==> config.mk <==
export PLATFORM = sky130hd
export DESIGN_NAME = alu_cmd_issuer
export DESIGN_NICKNAME = d
export VERILOG_FILES = /design/src/rtl/alu_cmd_issuer.sv
export SDC_FILE = /design/constraint.sdc
export NUM_CORES = 1
export LEC_CHECK = 0
export ABC_AREA = 1
export CORE_UTILIZATION = 43
export DETAILED_ROUTE_END_ITERATION = 10
export HOLD_SLACK_MARGIN = 0.12
export PLACE_DENSITY_LB_ADDON = 0.2
export REMOVE_ABC_BUFFERS = 1
export SLEW_MARGIN = 15
export SYNTH_ARGS = -nofsm -noshare
export SYNTH_HDL_FRONTEND = slang
export SYNTH_SLANG_ARGS = --single-unit
==> constraint.sdc <==
create_clock -name clk -period 1.6 [get_ports clk]
set_clock_uncertainty 0.15 [all_clocks]
set_input_delay 0.32 -clock clk [delete_from_list [all_inputs] [get_ports clk]]
set_output_delay 0.32 -clock clk [all_outputs]
set_load 0.005 [all_outputs]
==> src/rtl/alu_cmd_issuer.sv <==
// Issues one command at a time to a registered ALU, waits out its latency,
// and returns the captured result with the command tag on a response channel.
module alu_cmd_issuer #(
    parameter int N    = 4,
    parameter int LAT  = 1,
    parameter int TAGW = 2
) (
    input  logic            clk,
    input  logic            reset,
    input  logic            cmd_valid,
    output logic            cmd_ready,
    input  logic [N-1:0]    cmd_op1,
    input  logic [N-1:0]    cmd_op2,
    input  logic [1:0]      cmd_operation,
    input  logic [TAGW-1:0] cmd_tag,
    output logic [N-1:0]    alu_operand1,
    output logic [N-1:0]    alu_operand2,
    output logic [1:0]      alu_operation,
    input  logic [N-1:0]    alu_result,
    output logic            rsp_valid,
    input  logic            rsp_ready,
    output logic [N-1:0]    rsp_data,
    output logic [TAGW-1:0] rsp_tag,
    output logic            busy,
    output logic [7:0]      done_count
);

    typedef enum logic [1:0] {
        IDLE,
        WAIT,
        RESP
    } state_t;

    localparam int CW = $clog2(LAT + 2);
    localparam logic [CW-1:0] CNT_LOAD = CW'(LAT + 1);
    localparam logic [CW-1:0] CNT_LAST = CW'(1);

    state_t          state;
    state_t          state_nx;
    logic [CW-1:0]   cnt;
    logic [TAGW-1:0] tag_q;
    logic            accept;
    logic            capture;
    logic            handshake;

    assign cmd_ready = (state == IDLE);
    assign busy      = (state != IDLE);
    assign rsp_valid = (state == RESP);

    always_ff @(posedge clk or posedge reset) begin
        if (reset) state <= IDLE;
        else       state <= state_nx;
    end

    always_comb begin
        state_nx  = state;
        accept    = 1'b0;
        capture   = 1'b0;
        handshake = 1'b0;
        unique case (state)
            IDLE: begin
                if (cmd_valid) begin
                    accept   = 1'b1;
                    state_nx = WAIT;
                end
            end
            WAIT: begin
                // counter hits zero on this edge: the ALU result is now valid
                if (cnt == CNT_LAST) begin
                    capture  = 1'b1;
                    state_nx = RESP;
                end
            end
            RESP: begin
                if (rsp_ready) begin
                    handshake = 1'b1;
                    state_nx  = IDLE;
                end
            end
            default: state_nx = IDLE;
        endcase
    end

    always_ff @(posedge clk or posedge reset) begin
        if (reset) begin
            alu_operand1  <= '0;
            alu_operand2  <= '0;
            alu_operation <= '0;
            tag_q         <= '0;
            cnt           <= '0;
            rsp_data      <= '0;
            rsp_tag       <= '0;
            done_count    <= '0;
        end else begin
            if (accept) begin
                alu_operand1  <= cmd_op1;
                alu_operand2  <= cmd_op2;
                alu_operation <= cmd_operation;
                tag_q         <= cmd_tag;
                cnt           <= CNT_LOAD;
            end else if (state == WAIT) begin
                cnt <= cnt - CNT_LAST;
            end
            if (capture) begin
                rsp_data <= alu_result;
                rsp_tag  <= tag_q;
            end
            if (handshake) done_count <= done_count + 8'd1;
        end
    end

endmodule

# == Yosys cells after proc, flatten, opt, wreduce, memory -nomap -nowiden ==
# Cells that the tools add are included.
# W data, S select, Z words.
# totals
out_inout_bits,27
reg_bits,30
inputBits,20
# op_classes
reduce_logical,4
eq_ne,6
addsub,2
muxes,12
# ops
op,n
$mux W2,5
$add A8 B1 Y8 const B,1
$mux W1,6
$pmux W2 S3,1
$eq A2 B1 Y1 const B,2
$ne A2 B2 Y1 const B,2
$reduce_bool A2 Y1,2
$reduce_and A3 Y1,1
$eq A2 B2 Y1 const B,1
$logic_not A2 Y1,1
$ne A2 B1 Y1 const B,1
$sub A2 B1 Y2 const B,1

# == Logic depth before layout (Yosys ltp) ==
# logic_depth
depth_word,3
depth_mapped,7

# == Worst setup path before layout ==
# OpenSTA, ideal clock, no wires.
# synth_path
kind,register -> output
start,reg state[1]
end,out busy
stages_incl_launch_ff,4
t_required_ps,1130
slack_ps,208
arrival_time_ps,922
path_cell_list,dfrtp_1 nor2_1 buf_2 inv_1
# synth_via
elab_chain_len,1
# synth_lines
element,line,rtl
from (decl),38,state_t state;
from (signal assigned),52,else state <= state_nx;
$reduce_bool A2 Y1,47,assign busy = (state != IDLE);
to (decl),24,"output logic busy,"
# Every way passes these cells.

# == Worst setup path in the final report ==
# layout_path
start,reg state[1]
end,out cmd_ready
# layout_via
elab_chain_len,1
# layout_lines
element,line,rtl
$logic_not A2 Y1,46,assign cmd_ready = (state == IDLE);
to (decl),11,"output logic cmd_ready,"
# Every way passes these cells.

==> out/metrics.csv <==
metric;value;unit
DP Area;0.00184;mm^2
drc violations;0;
Synth Flop Type;dfrtp_1;
IO Count;47;
Syn-to-layout area delta;62.4;%
worst hold slack;152;ps
RSZ-0062 raised after global routing;yes;
Mapped Area;0.00126;mm^2
Placer Congestion;0.786;
area of the multi-input gates;480;um^2
register area share after synthesis;59.6;%
CTS max path bufs;2;
status;complete, but fails checks;
number of flops mapped to enable cells by yosys;0;
Req. time, crit path;1130;ps
Netlist cell types;17;
share of cells above drive strength 1;20.5;%
crit path capture type;output port;
flop2flop setup slack;50;ps
Mapped Cells;142;
Layout fillers;206;
clk sink count;30;
Seq cells post-synth;30;
pin count of the biggest net entering global routing;31;
# hold bufs at CTS;0;
Post-synth ARST share;100;%
critical path arrival;1150;ps
Synth top cells by count;nand2_1, dfrtp_1, nand3_1;
TritonCTS Buffers;5;
post-route cell area;0.00205;mm^2
Layout Cells excl Fill;251;
nets@finish;241;
Initial Util;45.7;%
DRT iter0 DRCs;43;
via count;1226;
Hold Vio Cnt, Final;0;
row count;19;
Reg area;751;um^2
Total GRT Usage;21.9;%
initial antenna violation count;0;
drt first pass iters;4;
type of origin of the critical path;flop;
average wire per standard cell;12.3;um
dominant cell type by area after synthesis;dfrtp_1;
total core area;0.00276;mm^2
DP HPWL;2040;um
Slew headroom;81.9;%
top post-synthesis cells by area;dfrtp_1, nand2_1, nand3_1;
fin util;74.2;%
worst-skew pair later-pin latency;340;ps
CTS tree;built;
Overflow after GRT;0;
reg2reg path depth;9;
PortBufs;46;
CTS root buf;clkbuf_4;
die extent in x;56.1;um
vias in the first global route;1278;
DIE HEIGHT;56.1;um
Power Total;3.34;mW
pins over their slew limit;0;
Final min period;1620;ps
Hold WC Path Type;input pin to async pin;
CP max FO;2;
pwr dens;1630;mW/mm^2
setup tns final;-23.5;ps
peak supply drop;0.00132;V
static leakage;1.10;nW
failing checks;negative setup slack;
Yosys Warn Count;0;
clock transition at the registers of the reported paths;100;ps
area share of the largest cell type after synthesis;59.6;%
vias per cell;4.88;
post-route ant nets;0;
Setup violations, final;1;
placed cells;227;
routed wire length;3100;um
htree depth;2;
Max Freq;616;MHz
fin crit share;101;%
total of max-cap violations;0;
ANT cells;0;
Die Area;0.00315;mm^2
first-pass GRT wire length;5310;um
Worst Setup Path Type;flop to output port;
synthesized area per cell;8.87;um^2
pre-CTS WS;-78.4;ps
Final WS setup;-23.5;ps
Slew @ Worst Pin;271;ps
most frequent cell after synthesis;nand2_1;
==> logic make-up (layout without fill, tap and decap cells) <==
group / Yosys count / in the layout / share of synthesized area (%)
AND/OR/NAND/NOR: 82 / 82 / 27.3
adder cells (fa/ha/maj): 2 / 2 / 1.99
buffers and inverters: 18 / 96 / 5.56
XOR/XNOR: 4 / 4 / 2.78
flip-flops: 30 / 30 / 59.6
AO/OA/AOI/OAI: 6 / 6 / 2.78
==> power breakdown <==
group / total, mW / internal [mW] / switching, mW / leakage, nW
logic: 1.55 / 0.810 / 0.741 / 0.699
registers: 1.21 / 1.06 / 0.149 / 0.363
clock network: 0.586 / 0.331 / 0.254 / 0.0395
total: 3.34 / 2.20 / 1.14 / 1.10
==> cells in the final DEF, fill, tap and decap left out, types with 2 or more instances in the layout <==
cell and instances:
nor2_2 4, buf_4 24, o21ai_0 2, ha_1 2, nor2_1 2, xnor2_1 2, inv_1 13, nand2_1 49
clkbuf_1 2, nand3_1 24, clkbuf_4 5, buf_6 3, inv_2 2, dfrtp_1 30, clkdlybuf4s50_1 19, dlygate4sd2_1 24
xor2_1 2
==> registers in the layout, indices dropped and copies added, names as in the netlist <==
signal,cells
alu_operand1,4
alu_operation,2
rsp_data,4
state,2
alu_operand2,4
done_count,8
rsp_tag,2
tag_q,2
cnt,2
==> timing repair <==
action,in CTS,in global routing
hold endpoints to repair,0,0
setup endpoints to repair,27,13
resized for setup,36,13
buffers inserted,18,0
pin swaps,1,2
==> critical path: stages, from the launching register on <==
cell and delay, ps:
dfrtp_1 420, nor2_2 180, buf_6 130, buf_6 80
==> worst paths after layout <==
kind                            startpoint         endpoint
setup / recovery                  state[1]        cmd_ready
hold / removal                       reset    done_count[6]
setup reg to reg                  state[0]    done_count[5]
hold reg to reg            alu_operand2[0]  alu_operand2[0]
max in group asynchronous            reset      rsp_data[3]
min in group clk           alu_operand2[0]  alu_operand2[0]
==> layout make-up <==
class,count,share of cell area [%]
Clock buffer,7,2.20
Clock inverter,1,1.47
Inverter,15,2.75
Multi-Input combinational cell,94,23.5
Sequential cell,30,36.7
Tap cell,31,1.90
Timing Repair Buffer,73,31.5
==> per-layer routing <==
metal	vias to the layer above	part of all wire (%)	track usage, %
met4	0	2.5	11.8
met1	563	41	22.4
met3	8	6.9	6.74
met2	48	49	39.5
li1	607	-	-
met5	-	0	0
Power figures use the tool's default switching activity.
